===== config.mk =====
export PLATFORM = sky130hd
export DESIGN_NAME = servant_extmem_loader
export DESIGN_NICKNAME = d
export VERILOG_FILES = /design/src/rtl/servant_extmem_pkg.sv /design/src/rtl/servant_extmem_loader.sv
export SDC_FILE = /design/constraint.sdc
export NUM_CORES = 1
export LEC_CHECK = 0
export ABC_AREA = 1
export CORE_MARGIN = 2
export CORE_UTILIZATION = 50
export DETAILED_ROUTE_END_ITERATION = 8
export DONT_BUFFER_PORTS = 1
export MAX_ROUTING_LAYER = met4
export PLACE_DENSITY = 0.65
export SYNTH_ARGS = -nofsm -noshare
export SYNTH_HDL_FRONTEND = slang
export SYNTH_SLANG_ARGS = --single-unit

===== constraint.sdc =====
create_clock -name i_wb_clk -period 5.25 [get_ports i_wb_clk]
set_clock_uncertainty 0.15 [all_clocks]
set_input_delay 0 -clock i_wb_clk [delete_from_list [all_inputs] [get_ports i_wb_clk]]
set_output_delay 0 -clock i_wb_clk [all_outputs]
set_load 0.01 [all_outputs]

===== src/rtl/servant_extmem_pkg.sv =====
// Shared definitions for the servant external-memory loader: FSM state
// encoding, transfer-direction constants and the word-address helper.
package servant_extmem_pkg;

  typedef enum logic [2:0] {
    ST_IDLE  = 3'd0,
    ST_FETCH = 3'd1,
    ST_REQ   = 3'd2,
    ST_GAP   = 3'd3,
    ST_PUSH  = 3'd4,
    ST_DONE  = 3'd5
  } state_e;

  localparam logic DIR_LOAD = 1'b0;
  localparam logic DIR_DUMP = 1'b1;

  // Byte address of word number idx; wraps modulo 2^32 by construction.
  function automatic logic [31:0] word_adr(input logic [31:0] base,
                                           input logic [31:0] idx);
    word_adr = base + (idx << 2);
  endfunction

endpackage


===== src/rtl/servant_extmem_loader.sv =====
// servant_extmem_loader: moves a byte stream into word-spaced external memory
// (load) or reads it back out as a byte stream (dump) over Wishbone.
// One byte per 32-bit word, one bus cycle at a time, with a one-cycle gap
// between cycles so the responder's ack pipeline drains.
// Optional: define SERVANT_EXTMEM_LOADER_TIMEOUT_EN to add an ack watchdog
// that aborts a transfer with a sticky o_err.
module servant_extmem_loader
  import servant_extmem_pkg::*;
#(
  parameter int LEN_W          = 16,
  parameter int TIMEOUT_CYCLES = 255
) (
  input  logic             i_wb_clk,
  input  logic             i_wb_rst,
  input  logic             i_start,
  input  logic             i_dir,
  input  logic [31:0]      i_base_adr,
  input  logic [LEN_W-1:0] i_len,
  input  logic [7:0]       i_s_data,
  input  logic             i_s_valid,
  output logic             o_s_ready,
  output logic [7:0]       o_m_data,
  output logic             o_m_valid,
  input  logic             i_m_ready,
  output logic [31:0]      o_wb_adr,
  output logic [31:0]      o_wb_dat,
  output logic             o_wb_we,
  output logic             o_wb_cyc,
  input  logic [31:0]      i_wb_rdt,
  input  logic             i_wb_ack,
  output logic             o_busy,
  output logic             o_done,
  output logic             o_err
);

  state_e           state_q, state_d;
  logic             dir_q, dir_d;
  logic [31:0]      base_q, base_d;
  logic [LEN_W-1:0] len_q, len_d;
  logic [LEN_W-1:0] idx_q, idx_d;
  logic [7:0]       byte_q, byte_d;

  logic             cyc_q, cyc_d;
  logic             we_q, we_d;
  logic [31:0]      adr_q, adr_d;
  logic [31:0]      dat_q, dat_d;
  logic             s_ready_q, s_ready_d;
  logic             m_valid_q, m_valid_d;
  logic [7:0]       m_data_q, m_data_d;
  logic             busy_q, busy_d;
  logic             done_q, done_d;

`ifdef SERVANT_EXTMEM_LOADER_TIMEOUT_EN
  localparam int TMO_W = $clog2(TIMEOUT_CYCLES + 1);
  localparam logic [TMO_W-1:0] TMO_LAST = TMO_W'(TIMEOUT_CYCLES - 1);
  logic [TMO_W-1:0] tmo_q, tmo_d;
  logic             err_q, err_d;
`endif

  // Upper read-data bits carry nothing for a byte-wide dump.
  logic unused_s;
  assign unused_s = ^{i_wb_rdt[31:8], (TIMEOUT_CYCLES != 0)};

  // Next-state, datapath and registered-output computation.
  always_comb begin
    state_d = state_q;
    dir_d   = dir_q;
    base_d  = base_q;
    len_d   = len_q;
    idx_d   = idx_q;
    byte_d  = byte_q;
`ifdef SERVANT_EXTMEM_LOADER_TIMEOUT_EN
    err_d   = err_q;
    // The watchdog only runs while a bus cycle is outstanding.
    if (state_q == ST_REQ) begin
      tmo_d = tmo_q;
    end else begin
      tmo_d = {TMO_W{1'b0}};
    end
`endif

    case (state_q)
      ST_IDLE: begin
        if (i_start) begin
`ifdef SERVANT_EXTMEM_LOADER_TIMEOUT_EN
          err_d = 1'b0;
`endif
          if (i_len != {LEN_W{1'b0}}) begin
            dir_d   = i_dir;
            base_d  = i_base_adr;
            len_d   = i_len;
            idx_d   = {LEN_W{1'b0}};
            state_d = (i_dir == DIR_LOAD) ? ST_FETCH : ST_REQ;
          end else begin
            state_d = ST_DONE;
          end
        end else begin
          state_d = ST_IDLE;
        end
      end
      ST_FETCH: begin
        if (i_s_valid && s_ready_q) begin
          byte_d  = i_s_data;
          state_d = ST_REQ;
        end else begin
          state_d = ST_FETCH;
        end
      end
      ST_REQ: begin
        if (i_wb_ack) begin
          if (dir_q == DIR_DUMP) begin
            byte_d  = i_wb_rdt[7:0];
            state_d = ST_PUSH;
          end else begin
            state_d = ST_GAP;
          end
        end else begin
`ifdef SERVANT_EXTMEM_LOADER_TIMEOUT_EN
          if (tmo_q == TMO_LAST) begin
            err_d   = 1'b1;
            state_d = ST_DONE;
          end else begin
            tmo_d = tmo_q + {{(TMO_W-1){1'b0}}, 1'b1};
          end
`else
          state_d = ST_REQ;
`endif
        end
      end
      ST_PUSH: begin
        if (i_m_ready && m_valid_q) begin
          state_d = ST_GAP;
        end else begin
          state_d = ST_PUSH;
        end
      end
      ST_GAP: begin
        idx_d = idx_q + {{(LEN_W-1){1'b0}}, 1'b1};
        if (idx_d == len_q) begin
          state_d = ST_DONE;
        end else begin
          state_d = (dir_q == DIR_LOAD) ? ST_FETCH : ST_REQ;
        end
      end
      ST_DONE: begin
        state_d = ST_IDLE;
      end
      default: begin
        state_d = ST_IDLE;
      end
    endcase

    // Outputs are registered images of the state being entered, so every
    // bus/stream signal changes only on a clock edge and is held stable.
    cyc_d     = (state_d == ST_REQ);
    we_d      = (state_d == ST_REQ) && (dir_d == DIR_LOAD);
    s_ready_d = (state_d == ST_FETCH);
    m_valid_d = (state_d == ST_PUSH);
    busy_d    = (state_d != ST_IDLE);
    done_d    = (state_d == ST_DONE);

    if (state_d == ST_REQ) begin
      adr_d = word_adr(base_d, 32'(idx_d));
      dat_d = {24'h000000, byte_d};
    end else begin
      adr_d = adr_q;
      dat_d = dat_q;
    end

    if (state_d == ST_PUSH) begin
      m_data_d = byte_d;
    end else begin
      m_data_d = m_data_q;
    end
  end

  // State, datapath and output registers with synchronous reset.
  always_ff @(posedge i_wb_clk) begin
    if (i_wb_rst) begin
      state_q   <= ST_IDLE;
      dir_q     <= DIR_LOAD;
      base_q    <= 32'h0000_0000;
      len_q     <= {LEN_W{1'b0}};
      idx_q     <= {LEN_W{1'b0}};
      byte_q    <= 8'h00;
      cyc_q     <= 1'b0;
      we_q      <= 1'b0;
      adr_q     <= 32'h0000_0000;
      dat_q     <= 32'h0000_0000;
      s_ready_q <= 1'b0;
      m_valid_q <= 1'b0;
      m_data_q  <= 8'h00;
      busy_q    <= 1'b0;
      done_q    <= 1'b0;
`ifdef SERVANT_EXTMEM_LOADER_TIMEOUT_EN
      tmo_q     <= {TMO_W{1'b0}};
      err_q     <= 1'b0;
`endif
    end else begin
      state_q   <= state_d;
      dir_q     <= dir_d;
      base_q    <= base_d;
      len_q     <= len_d;
      idx_q     <= idx_d;
      byte_q    <= byte_d;
      cyc_q     <= cyc_d;
      we_q      <= we_d;
      adr_q     <= adr_d;
      dat_q     <= dat_d;
      s_ready_q <= s_ready_d;
      m_valid_q <= m_valid_d;
      m_data_q  <= m_data_d;
      busy_q    <= busy_d;
      done_q    <= done_d;
`ifdef SERVANT_EXTMEM_LOADER_TIMEOUT_EN
      tmo_q     <= tmo_d;
      err_q     <= err_d;
`endif
    end
  end

  assign o_wb_cyc  = cyc_q;
  assign o_wb_we   = we_q;
  assign o_wb_adr  = adr_q;
  assign o_wb_dat  = dat_q;
  assign o_s_ready = s_ready_q;
  assign o_m_valid = m_valid_q;
  assign o_m_data  = m_data_q;
  assign o_busy    = busy_q;
  assign o_done    = done_q;
`ifdef SERVANT_EXTMEM_LOADER_TIMEOUT_EN
  assign o_err     = err_q;
`else
  assign o_err     = 1'b0;
`endif

endmodule


==> out/summary.md <==
The number of clock buffers added by TritonCTS is 17. The number of gates resized after CTS came out at 0. For the worst-skew pair, the clock arrives at the later sink with an insertion delay of 0.42 ns. Of all nets on the critical path, the largest fanout is 16. The filler cells instantiated in the layout total 1,377. Height of the die: 125.5 µm.

The path class of the tightest hold or removal check is in2reg. Signed area change from the synthesized netlist to the final layout: 18.60%. The total setup violations reported at the end of the flow was 0; the post-route fraction of the period consumed by the critical path was 81.59%.

Adding up every negative setup slack in the final design gives 0 ns. The H-tree generated during clock tree synthesis spans 4 levels. After synthesis, flip-flops and latches occupy 35.26% of the total area. The startpoint of the worst-slack reg-to-reg timing path was state_q[2]. The largest voltage drop on the vdd net came out at 0.2201 mV. Total of flip-flops plus latches after synthesis: 130. In the final routed layout, each cell accounts on average for 14.08 µm. Clock-pin slew was measured on the worst setup and hold paths at 0.06 ns.

The number of enable-type register cells in the synthesized netlist was 0; the clock sink total was 130. Counting every instance in the synthesized netlist gives 1,149. Across the run, the number of max-cap violations was 0. The max-slew violation count is 0, and the weighted congestion reported at the end of routability-driven placement is 0.9055.

No sink is reached through more buffers than the 2 on the longest clock path. The power density relative to cell area works out to 334.1 nW/µm². The initial antenna violation count was 0.

The starting DRC count in detailed routing was 525. The signal on the critical path passes through inv_1 -> nand2_1 -> nor3_4 -> nand2_2 -> inv_1 -> nor2_1 -> nand2_1 -> nand2_1 -> ha_1 -> fa_1 -> nand3_1 -> nand2_1 -> a21oi_1 -> o21ai_0 -> nand3_1 -> nand2_1 -> nand3_1 -> nor2_1 -> nand2_1 -> nand2_1 -> nand3_1 -> nand2_1 -> nor2_1. The first global-routing pass estimated 32.70 mm of wire. Summing all multi-input logic gate instances after layout gives 3901 µm². The flow ran to the end, and the final reports show no timing, DRC or antenna violations.

The first detailed-routing pass ran for 6 iterations. The most used flip-flop cell after synthesis is dfxtp_1. The peak per-stage delay on the critical path is 0.86 ns, and the row count is 44. The worst setup path is captured at a flop.

Post-layout minimum cycle time: 4.283 ns. The number of input and output port buffers inserted was 0; the placeable core region was 14,480 µm². In this run the cell area of the synthesized design comes to 7381 µm².

At the worst endpoint, the required time is 5.42 ns. The number of design rule violations left after detail routing came out at 0. The overall die area came out at 15,750 µm². Setup repair after global routing left no endpoint under its margin. After global routing the overflow that remains totals 0. For the pin with the worst max-slew slack, the measured transition is 1.155 ns. The number of hold-slack violations in the final timing report came out at 0. TritonCTS built the clock tree. For this run, the post-layout net count is 1,324. The number of antenna diodes in the final layout is 0. The run gives 26.56% as the all-layer global routing usage. The sequential cells in the finished layout cover a total of 2603 µm².

In this run the static leakage power is 4.190 nW. The half-perimeter wire length after detailed placement was 13.67 mm; the per-instance average area after synthesis was 6.424 µm². In this design, the critical path's most frequently occurring cell is nand2_1. The final cell utilization of the core was 60.46%; the number of global-route vias before repair was 6,652. The worst setup path is launched from a flop.

For the highest clock frequency the design can meet, the log shows 233.5 MHz. Of the cells placed in the final design, the portion with a size suffix greater than 1 is 6.127%. The tools report the startpoint of the tightest hold check path as i_len[1].

The critical path starts at state_q[2]. For this configuration, the core starts out at a cell density of 50.98%. The overall die width is 125.5 µm, and the total of warnings raised by yosys is 0.

The tree is rooted in a clkbuf_16. Headroom to the max-slew limit came out at 22.72%. In the routed layout, each cell is associated on average with a via count of 5.116.

For this run, asynchronously set or reset flops after synthesis account for 0%. The run gives 174 as the top-level I/O count. The logs give 0 for the remaining antenna violation count and 38 for the unique cell type count in the Yosys netlist. The critical path is of the reg2reg type.

Data on the critical path arrives at its endpoint at 4.45 ns. The total detailed-routing wirelength was 19.83 mm; the pin count of the biggest net entering global routing was 79. The cell with the largest stage delay on the worst path was nor2_1. Summing over every cut layer, the via total after detailed routing is 7,203.
==> path summary, 6_finish.rpt <==
| path | end | slack, ns | depth (start not counted) |
|---|---|---|---|
| max reg2reg | o_wb_adr[26] | 0.97 | 23 |
| max | o_wb_adr[26] | 0.97 | 23 |
| min | o_s_ready | 0.08 | 8 |
| min reg2reg | len_q[12] | 0.32 | 2 |
==> registers in the layout, indices dropped and copies added, names as in the netlist, 3 cells and up <==
name,flops
o_wb_adr,32
o_m_data,8
byte_q,8
state_q,3
o_wb_dat,8
len_q,16
idx_q,16
base_q,32
==> placed cells by master (no fill, tap or decap), types with 3 or more instances in the layout <==
master / count
nor2_1: 176
o211ai_1: 9
nand2_2: 4
clkinvlp_4: 6
o21ai_0: 55
conb_1: 25
nor2_2: 15
ha_1: 17
xor2_1: 14
a21oi_1: 54
nand3b_1: 12
dlygate4sd3_1: 79
buf_4: 7
inv_1: 149
clkbuf_16: 17
nor3_1: 3
or2_2: 10
nand3_1: 105
clkinv_2: 3
dfxtp_1: 130
nand2_1: 280
xnor2_1: 9
inv_2: 3
nand4_1: 16
==> what timing repair did <==
item                      in CTS  in global routing
hold buffers                  80                  0
buffers inserted               0                  0
hold endpoints to repair     126                  0
==> where the power goes <==
group          switching, W  internal (W)
Sequential        0.0000897       0.00109
Clock              0.000451      0.000696
Combinational      0.000383      0.000216
==> through the flow <==
step | hold slack [ns] | area (µm²) | setup slack, ns | cells | total power [W]
finish | 0.08060 | 8753 | 0.9665 | 1408 | 0.002925
global route | 0.1255 | 8753 | 0.5063 | 1408 | 0.003083
CTS | 0.07886 | 8753 | 1.026 | 1408 | 0.002939
detailed placement | -0.06725 | 7365 | 1.033 | 1296 | 0.001734
global placement | -0.06986 | 7365 | 1.037 | 1296 | 0.001727
floorplan | -0.06588 | 7471 | 1.675 | 1173 | 0.001636
==> cell type report <==
type | count | share of cell area (%)
multi-input cells | 821 | 44.57
flip-flops and latches | 130 | 29.73
repair buffers | 87 | 9.949
inverters | 154 | 6.604
clock buffers | 19 | 4.946
well taps | 184 | 2.630
clock inverters | 13 | 1.572
==> metal layers <==
metal | vias up | part of all wire (%) | global-route usage, %
li1 | 3691 | - | -
met1 | 3256 | 45 | 33.40
met2 | 211 | 46 | 41.72
met3 | 45 | 5.7 | 6.162
met4 | 0 | 2.6 | 9.739
met5 | - | 0 | -
==> cells in the mapped netlist, drive strengths merged (9+ instances only) <==
master	count	share of area (%)
nand2	284	15
nor2	192	10
inv	152	7.7
dfxtp	130	35
nand3	105	7.1
o21ai	57	3.9
a21oi	55	3.8
buf	44	4.1
clkbuf	24	1.2
ha	17	2.9
nand4	16	1.4
xor2	14	1.7
nand3b	12	1.2
or2	10	0.85
o211ai	9	0.92
xnor2	9	1.1
==> logic make-up after synthesis <==
| kind of cell | count (synthesis) | synth area share [%] |
|---|---|---|
| AOI/OAI and AO/OA | 127 | 9.205 |
| buffers and inverters | 222 | 13.17 |
| and+or+nand+nor | 626 | 36.16 |
| xor gates and xnor gates | 23 | 2.729 |
| other | 1 | 0.05081 |
| adders and majority gates | 18 | 3.153 |
| DFF | 130 | 35.26 |
| muxes | 2 | 0.2712 |
==> critical path: cells and delay by family (launching register included) <==
kind	cells	cell delay [ns]
buffers and inverters	2	0.12
adders and majority gates	2	0.44
AOI/OAI and AO/OA	2	0.50
DFF	1	0.43
and+or+nand+nor	17	2.52
Power figures use the tool's default switching activity.
